--- src/rtl/fec_encode_scheduler.sv ---
// Schedules jobs from two requesters onto one shared rate-1/2 convolutional encoder.
// Each job: round-robin grant, encoder clear, serial feed with flush bit, wait for done, hold codeword until accepted.
module fec_encode_scheduler #(
    parameter int TIMEOUT   = 8,
    parameter bit MSB_FIRST = 1'b1
) (
    input  logic        clck,
    input  logic        rst_n,
    input  logic        req0,
    input  logic        req1,
    input  logic [47:0] frame0,
    input  logic [47:0] frame1,
    output logic        gnt0,
    output logic        gnt1,
    output logic        enc_start,
    output logic        enc_data,
    input  logic        enc_status,
    input  logic [95:0] enc_fec,
    output logic [95:0] fec_out,
    output logic        fec_src,
    output logic        fec_valid,
    input  logic        fec_ready,
    output logic        busy,
    output logic        err,
    output logic [2:0]  fsm_state
);

    // Output handshake: fec_out/fec_src are valid while fec_valid is high and
    // must stay stable until a clock edge sees fec_valid && fec_ready.
    typedef enum logic [2:0] {
        IDLE  = 3'd0,
        START = 3'd1,
        FEED  = 3'd2,
        WAIT  = 3'd3,
        OUT   = 3'd4
    } state_t;

    localparam int WW = (TIMEOUT < 2) ? 1 : $clog2(TIMEOUT + 1);

    state_t        state, state_d;
    logic [47:0]   frame_q, frame_d;
    logic          job_src, job_src_d;
    logic          rr, rr_d;
    logic [5:0]    bit_idx, bit_idx_d;
    logic [5:0]    idx_next;
    logic [WW-1:0] wait_cnt, wait_cnt_d;
    logic          gnt0_d, gnt1_d;
    logic          enc_start_d, enc_data_d;
    logic [95:0]   fec_out_d;
    logic          fec_src_d, fec_valid_d;
    logic          busy_d, err_d;
    logic          pick1;

    function automatic logic frame_bit(input logic [47:0] f, input logic [5:0] i);
        logic [5:0]  j;
        logic [47:0] s;
        j = MSB_FIRST ? (6'd47 - i) : i;
        s = f >> j;
        return s[0];
    endfunction

    assign fsm_state = state;

    always_comb begin
        state_d     = state;
        frame_d     = frame_q;
        job_src_d   = job_src;
        rr_d        = rr;
        bit_idx_d   = bit_idx;
        wait_cnt_d  = wait_cnt;
        gnt0_d      = 1'b0;
        gnt1_d      = 1'b0;
        enc_start_d = 1'b0;
        enc_data_d  = 1'b0;
        fec_out_d   = fec_out;
        fec_src_d   = fec_src;
        fec_valid_d = fec_valid;
        err_d       = err;
        idx_next    = bit_idx + 6'd1;
        pick1       = req1 && (!req0 || rr);

        case (state)
            IDLE: begin
                if (req0 || req1) begin
                    frame_d     = pick1 ? frame1 : frame0;
                    job_src_d   = pick1;
                    gnt0_d      = !pick1;
                    gnt1_d      = pick1;
                    rr_d        = !pick1;
                    enc_start_d = 1'b1;
                    state_d     = START;
                end
            end
            START: begin
                bit_idx_d  = 6'd0;
                enc_data_d = frame_bit(frame_q, 6'd0);
                state_d    = FEED;
            end
            FEED: begin
                // Index 48 is the flush cycle: a zero bit with no frame data.
                if (bit_idx == 6'd48) begin
                    wait_cnt_d = '0;
                    state_d    = WAIT;
                end else begin
                    bit_idx_d  = idx_next;
                    enc_data_d = (idx_next < 6'd48) ? frame_bit(frame_q, idx_next) : 1'b0;
                end
            end
            WAIT: begin
                if (enc_status) begin
                    fec_out_d   = enc_fec;
                    fec_src_d   = job_src;
                    fec_valid_d = 1'b1;
                    state_d     = OUT;
                end else if (wait_cnt + WW'(1) == WW'(TIMEOUT)) begin
                    err_d   = 1'b1;
                    state_d = IDLE;
                end else begin
                    wait_cnt_d = wait_cnt + WW'(1);
                end
            end
            OUT: begin
                if (fec_ready) begin
                    fec_valid_d = 1'b0;
                    state_d     = IDLE;
                end
            end
            default: state_d = IDLE;
        endcase

        busy_d = (state_d != IDLE);
    end

    always_ff @(posedge clck or negedge rst_n) begin
        if (!rst_n) begin
            state     <= IDLE;
            frame_q   <= '0;
            job_src   <= 1'b0;
            rr        <= 1'b0;
            bit_idx   <= '0;
            wait_cnt  <= '0;
            gnt0      <= 1'b0;
            gnt1      <= 1'b0;
            enc_start <= 1'b0;
            enc_data  <= 1'b0;
            fec_out   <= '0;
            fec_src   <= 1'b0;
            fec_valid <= 1'b0;
            busy      <= 1'b0;
            err       <= 1'b0;
        end else begin
            state     <= state_d;
            frame_q   <= frame_d;
            job_src   <= job_src_d;
            rr        <= rr_d;
            bit_idx   <= bit_idx_d;
            wait_cnt  <= wait_cnt_d;
            gnt0      <= gnt0_d;
            gnt1      <= gnt1_d;
            enc_start <= enc_start_d;
            enc_data  <= enc_data_d;
            fec_out   <= fec_out_d;
            fec_src   <= fec_src_d;
            fec_valid <= fec_valid_d;
            busy      <= busy_d;
            err       <= err_d;
        end
    end

endmodule

--- config.mk ---
export PLATFORM = sky130hd
export DESIGN_NAME = fec_encode_scheduler
export DESIGN_NICKNAME = d
export VERILOG_FILES = /design/src/rtl/fec_encode_scheduler.sv
export SDC_FILE = /design/constraint.sdc
export NUM_CORES = 1
export LEC_CHECK = 0
export CAP_MARGIN = 25
export CELL_PAD_IN_SITES_DETAIL_PLACEMENT = 1
export CELL_PAD_IN_SITES_GLOBAL_PLACEMENT = 2
export CORE_MARGIN = 2
export CORE_UTILIZATION = 29
export CTS_CLUSTER_DIAMETER = 30
export DETAILED_ROUTE_END_ITERATION = 8
export PLACE_DENSITY = 0.95
export SYNTH_ARGS = -nofsm -noshare
export SYNTH_HDL_FRONTEND = slang
export SYNTH_SLANG_ARGS = --single-unit
--- constraint.sdc ---
create_clock -name clck -period 4.8 [get_ports clck]
set_input_delay 0.48 -clock clck [delete_from_list [all_inputs] [get_ports clck]]
set_output_delay 0.48 -clock clck [all_outputs]
set_load 0.02 [all_outputs]
==> flow_metrics.env <==
export IMPL_skew_ns=0.0159
export IMPL_core_area_sq_um=23600
export IMPL_cts_root_buf="clkbuf_16"
export IMPL_numCtsBuffers=17
export IMPL_ys_ff_latch=167
export IMPL_synth_flop_cell="dfrtp_1"
export IMPL_syn_to_final_growth_pct=56.0
export IMPL_grt_use_total=0.177
export IMPL_die_y_um=159
export IMPL_grt_pass1_wl_mm=35.0
export IMPL_avgViaCountPerCell=4.83
export IMPL_layout_commonest_cell="clkdlybuf4s50_1"
export IMPL_clkLatencyLatePin_ns=0.43
export IMPL_ir_worst_vdd_mv=0.275
export IMPL_async_flop_share=1.00
export IMPL_seqPwrFrac=0.350
export IMPL_drc=0
export IMPL_place_congestion=0.756
export IMPL_cts_resized=0
export IMPL_tightest_slew_ns=0.875
export IMPL_yosysWarnings=0
export IMPL_rows=56
export IMPL_final_cell_mix="303 x clkdlybuf4s50_1, 167 x dfrtp_1, 99 x mux2_2"
export IMPL_syn_num_nets=703
export IMPL_cts_buffer_depth=2
export IMPL_drive_above_1_share=0.188
export IMPL_min_path_type="in -> async"
export IMPL_num_io_pins=305
export IMPL_ant_nets=0
export IMPL_path_class="reg -> reg"
export IMPL_grt_pass1_vias=6034
export IMPL_h_tree_depth=4
export IMPL_post_cts_setup_buffer_count=0
export IMPL_wire_per_inst_um=19.8
export IMPL_netSwitchingFraction=0.370
export IMPL_setup_viol=0
export IMPL_fp_dieW_um=159
export IMPL_fin_crit_ns=2.97
export IMPL_setup_tns_final_ns=0
export IMPL_hpwl_mm=16.6
export IMPL_required_ns=5.11
export IMPL_syn_area_sq_um=7010
export IMPL_start_util=0.297
export IMPL_ctsHoldBuffers=0
export IMPL_io_buffers=304
export IMPL_vias=5443
export IMPL_antenna_found_initial=0
export IMPL_final_util=0.463
export IMPL_synth_edff_count=0
export IMPL_p_switching_uw=2680
export IMPL_worstPathArrival_ns=3.28
export IMPL_path_max_fanout=16
export IMPL_pwr_density_cell_nw_per_um2=663
export IMPL_p_leak_uw=0.00472
export IMPL_synth_cell_types=46
export IMPL_worstReg2RegStart="bit_idx[0]$_DFFE_PN0P_"
export IMPL_synthCells=501
export IMPL_crit_path_end_kind="register"
export IMPL_startpoint_type="register"
export IMPL_cp_startpoint="bit_idx[0]$_DFFE_PN0P_"
export IMPL_slew_headroom=0.412
export IMPL_drv_cap=0
export IMPL_fin_crit_sh=0.619
export IMPL_grt_setup_unrepaired="false"
export IMPL_drt_iter0_markers=420
export IMPL_cts_sinks=167
export IMPL_antennaDiodeCount=0
export IMPL_hold_viol=0
export IMPL_wl_mm=22.4
export IMPL_p_clk_frac=0.184
export IMPL_grt_ovfl_total=0
export IMPL_avgSynthCellArea_sq_um=14.0
export IMPL_clk_pin_slew_worst_paths_ns=0.08
export IMPL_drv_slew=0
export IMPL_status="finished clean"
export IMPL_tritoncts="built"
export IMPL_grt_max_degree=99
export IMPL_nets=998
export IMPL_detail_route_first_pass_iterations=8
export IMPL_dieArea_sq_um=25400
export IMPL_internal_power_uw=4570
export IMPL_fmaxAchievable_mhz=337
export IMPL_synth_seq_area_share=0.597
export IMPL_pwr_share_comb=0.466
==> Yosys cell counts, drive strengths merged (2+ instances only) <==
cell	instances	share of area
a21o	2	0.0021
a222oi	48	0.069
buf	10	0.011
clkbuf	24	0.013
dfrtp	167	0.60
ha	4	0.0071
inv	59	0.032
mux2	99	0.16
mux2i	7	0.010
mux4	11	0.035
nand2	7	0.0038
nand3	13	0.0093
nor2	4	0.0021
nor2b	2	0.0018
o211ai	2	0.0021
o21ai	11	0.0079
xnor2	3	0.0038
xor2	4	0.0077
==> critical path, stage by stage (launching register included) <==
cell	delay, ns
dfrtp_1	0.85
inv_1	0.16
ha_1	0.63
mux4_2	0.38
nor2b_1	0.15
a2111oi_0	0.39
nor4b_1	0.11
a31o_1	0.19
==> cell type report <==
cell class                 count  area (sq um)
clock buffer                  18           429
clock inverter                14           134
fill                        2431         12700
inverter                      59           221
multi-input combinational    241          2450
sequential                   167          4180
tap                          319           399
timing repair buffer         310          3110
==> flip-flops by register name (all words and copies together), names as in the netlist <==
name       flops
err            1
gnt0           1
fec_src        1
bit_idx        6
fsm_state      3
enc_data       1
gnt1           1
fec_valid      1
wait_cnt       4
busy           1
fec_out       96
job_src        1
enc_start      1
frame_q       48
rr             1
==> per-stage QoR <==
step	worst slack [ns]	hold WS (ns)	instances	total power (uW)	cell area [sq um]
floorplan	2.36	0.184	501	4410	7010
global placement	1.96	0.464	1095	5830	10300
detailed placement	1.80	0.465	1096	5980	10400
CTS	1.78	0.146	1128	7350	10900
global route	1.49	0.165	1128	7690	10900
finish	1.83	0.0935	1128	7240	10900
==> path summary, 6_finish.rpt <==
| path | to | slack [ns] | cells past startpoint |
|---|---|---|---|
| setup / recovery | enc_data$_DFF_PN0_ | 1.83 | 7 |
| hold / removal | fec_out[53]$_DFFE_PN0P_ | 0.09 | 1 |
| setup reg to reg | enc_data$_DFF_PN0_ | 1.83 | 7 |
| hold reg to reg | rr$_DFFE_PN0P_ | 0.48 | 1 |
| max in group asynchronous | rr$_DFFE_PN0P_ | 3.56 | 2 |
| min in group clck | rr$_DFFE_PN0P_ | 0.48 | 1 |
==> per-layer routing <==
| layer | global-route usage | up-vias | routed length (um) | part of all wire |
|---|---|---|---|---|
| li1 | - | 2440 | - | - |
| met1 | 0.200 | 2813 | 8470 | 0.38 |
| met2 | 0.319 | 170 | 12100 | 0.54 |
| met3 | 0.0570 | 20 | 1440 | 0.065 |
| met4 | 0.0504 | 0 | 361 | 0.016 |
| met5 | 0 | - | 0 | 0 |
==> power groups by stage <==
stage	Clock (uW)	Combinational, uW	Sequential [uW]
5_1_grt	1440	3620	2630
2_1_floorplan	0	1460	2950
4_1_cts	1380	3430	2550
3_3_place_gp	0	3310	2520
6_report	1340	3370	2530
3_5_place_dp	0	3410	2570
==> cell families after synthesis <==
| family | after synthesis | synth area share |
|---|---|---|
| AO/OA/AOI/OAI | 74 | 0.0945 |
| XOR/XNOR | 7 | 0.0114 |
| adder cells (fa/ha/maj) | 4 | 0.00714 |
| buffers and inverters | 93 | 0.0552 |
| flip-flops | 167 | 0.597 |
| multiplexers | 117 | 0.205 |
| AND/OR/NAND/NOR | 39 | 0.0307 |
Note: power is estimated with default switching activity, not from simulation.
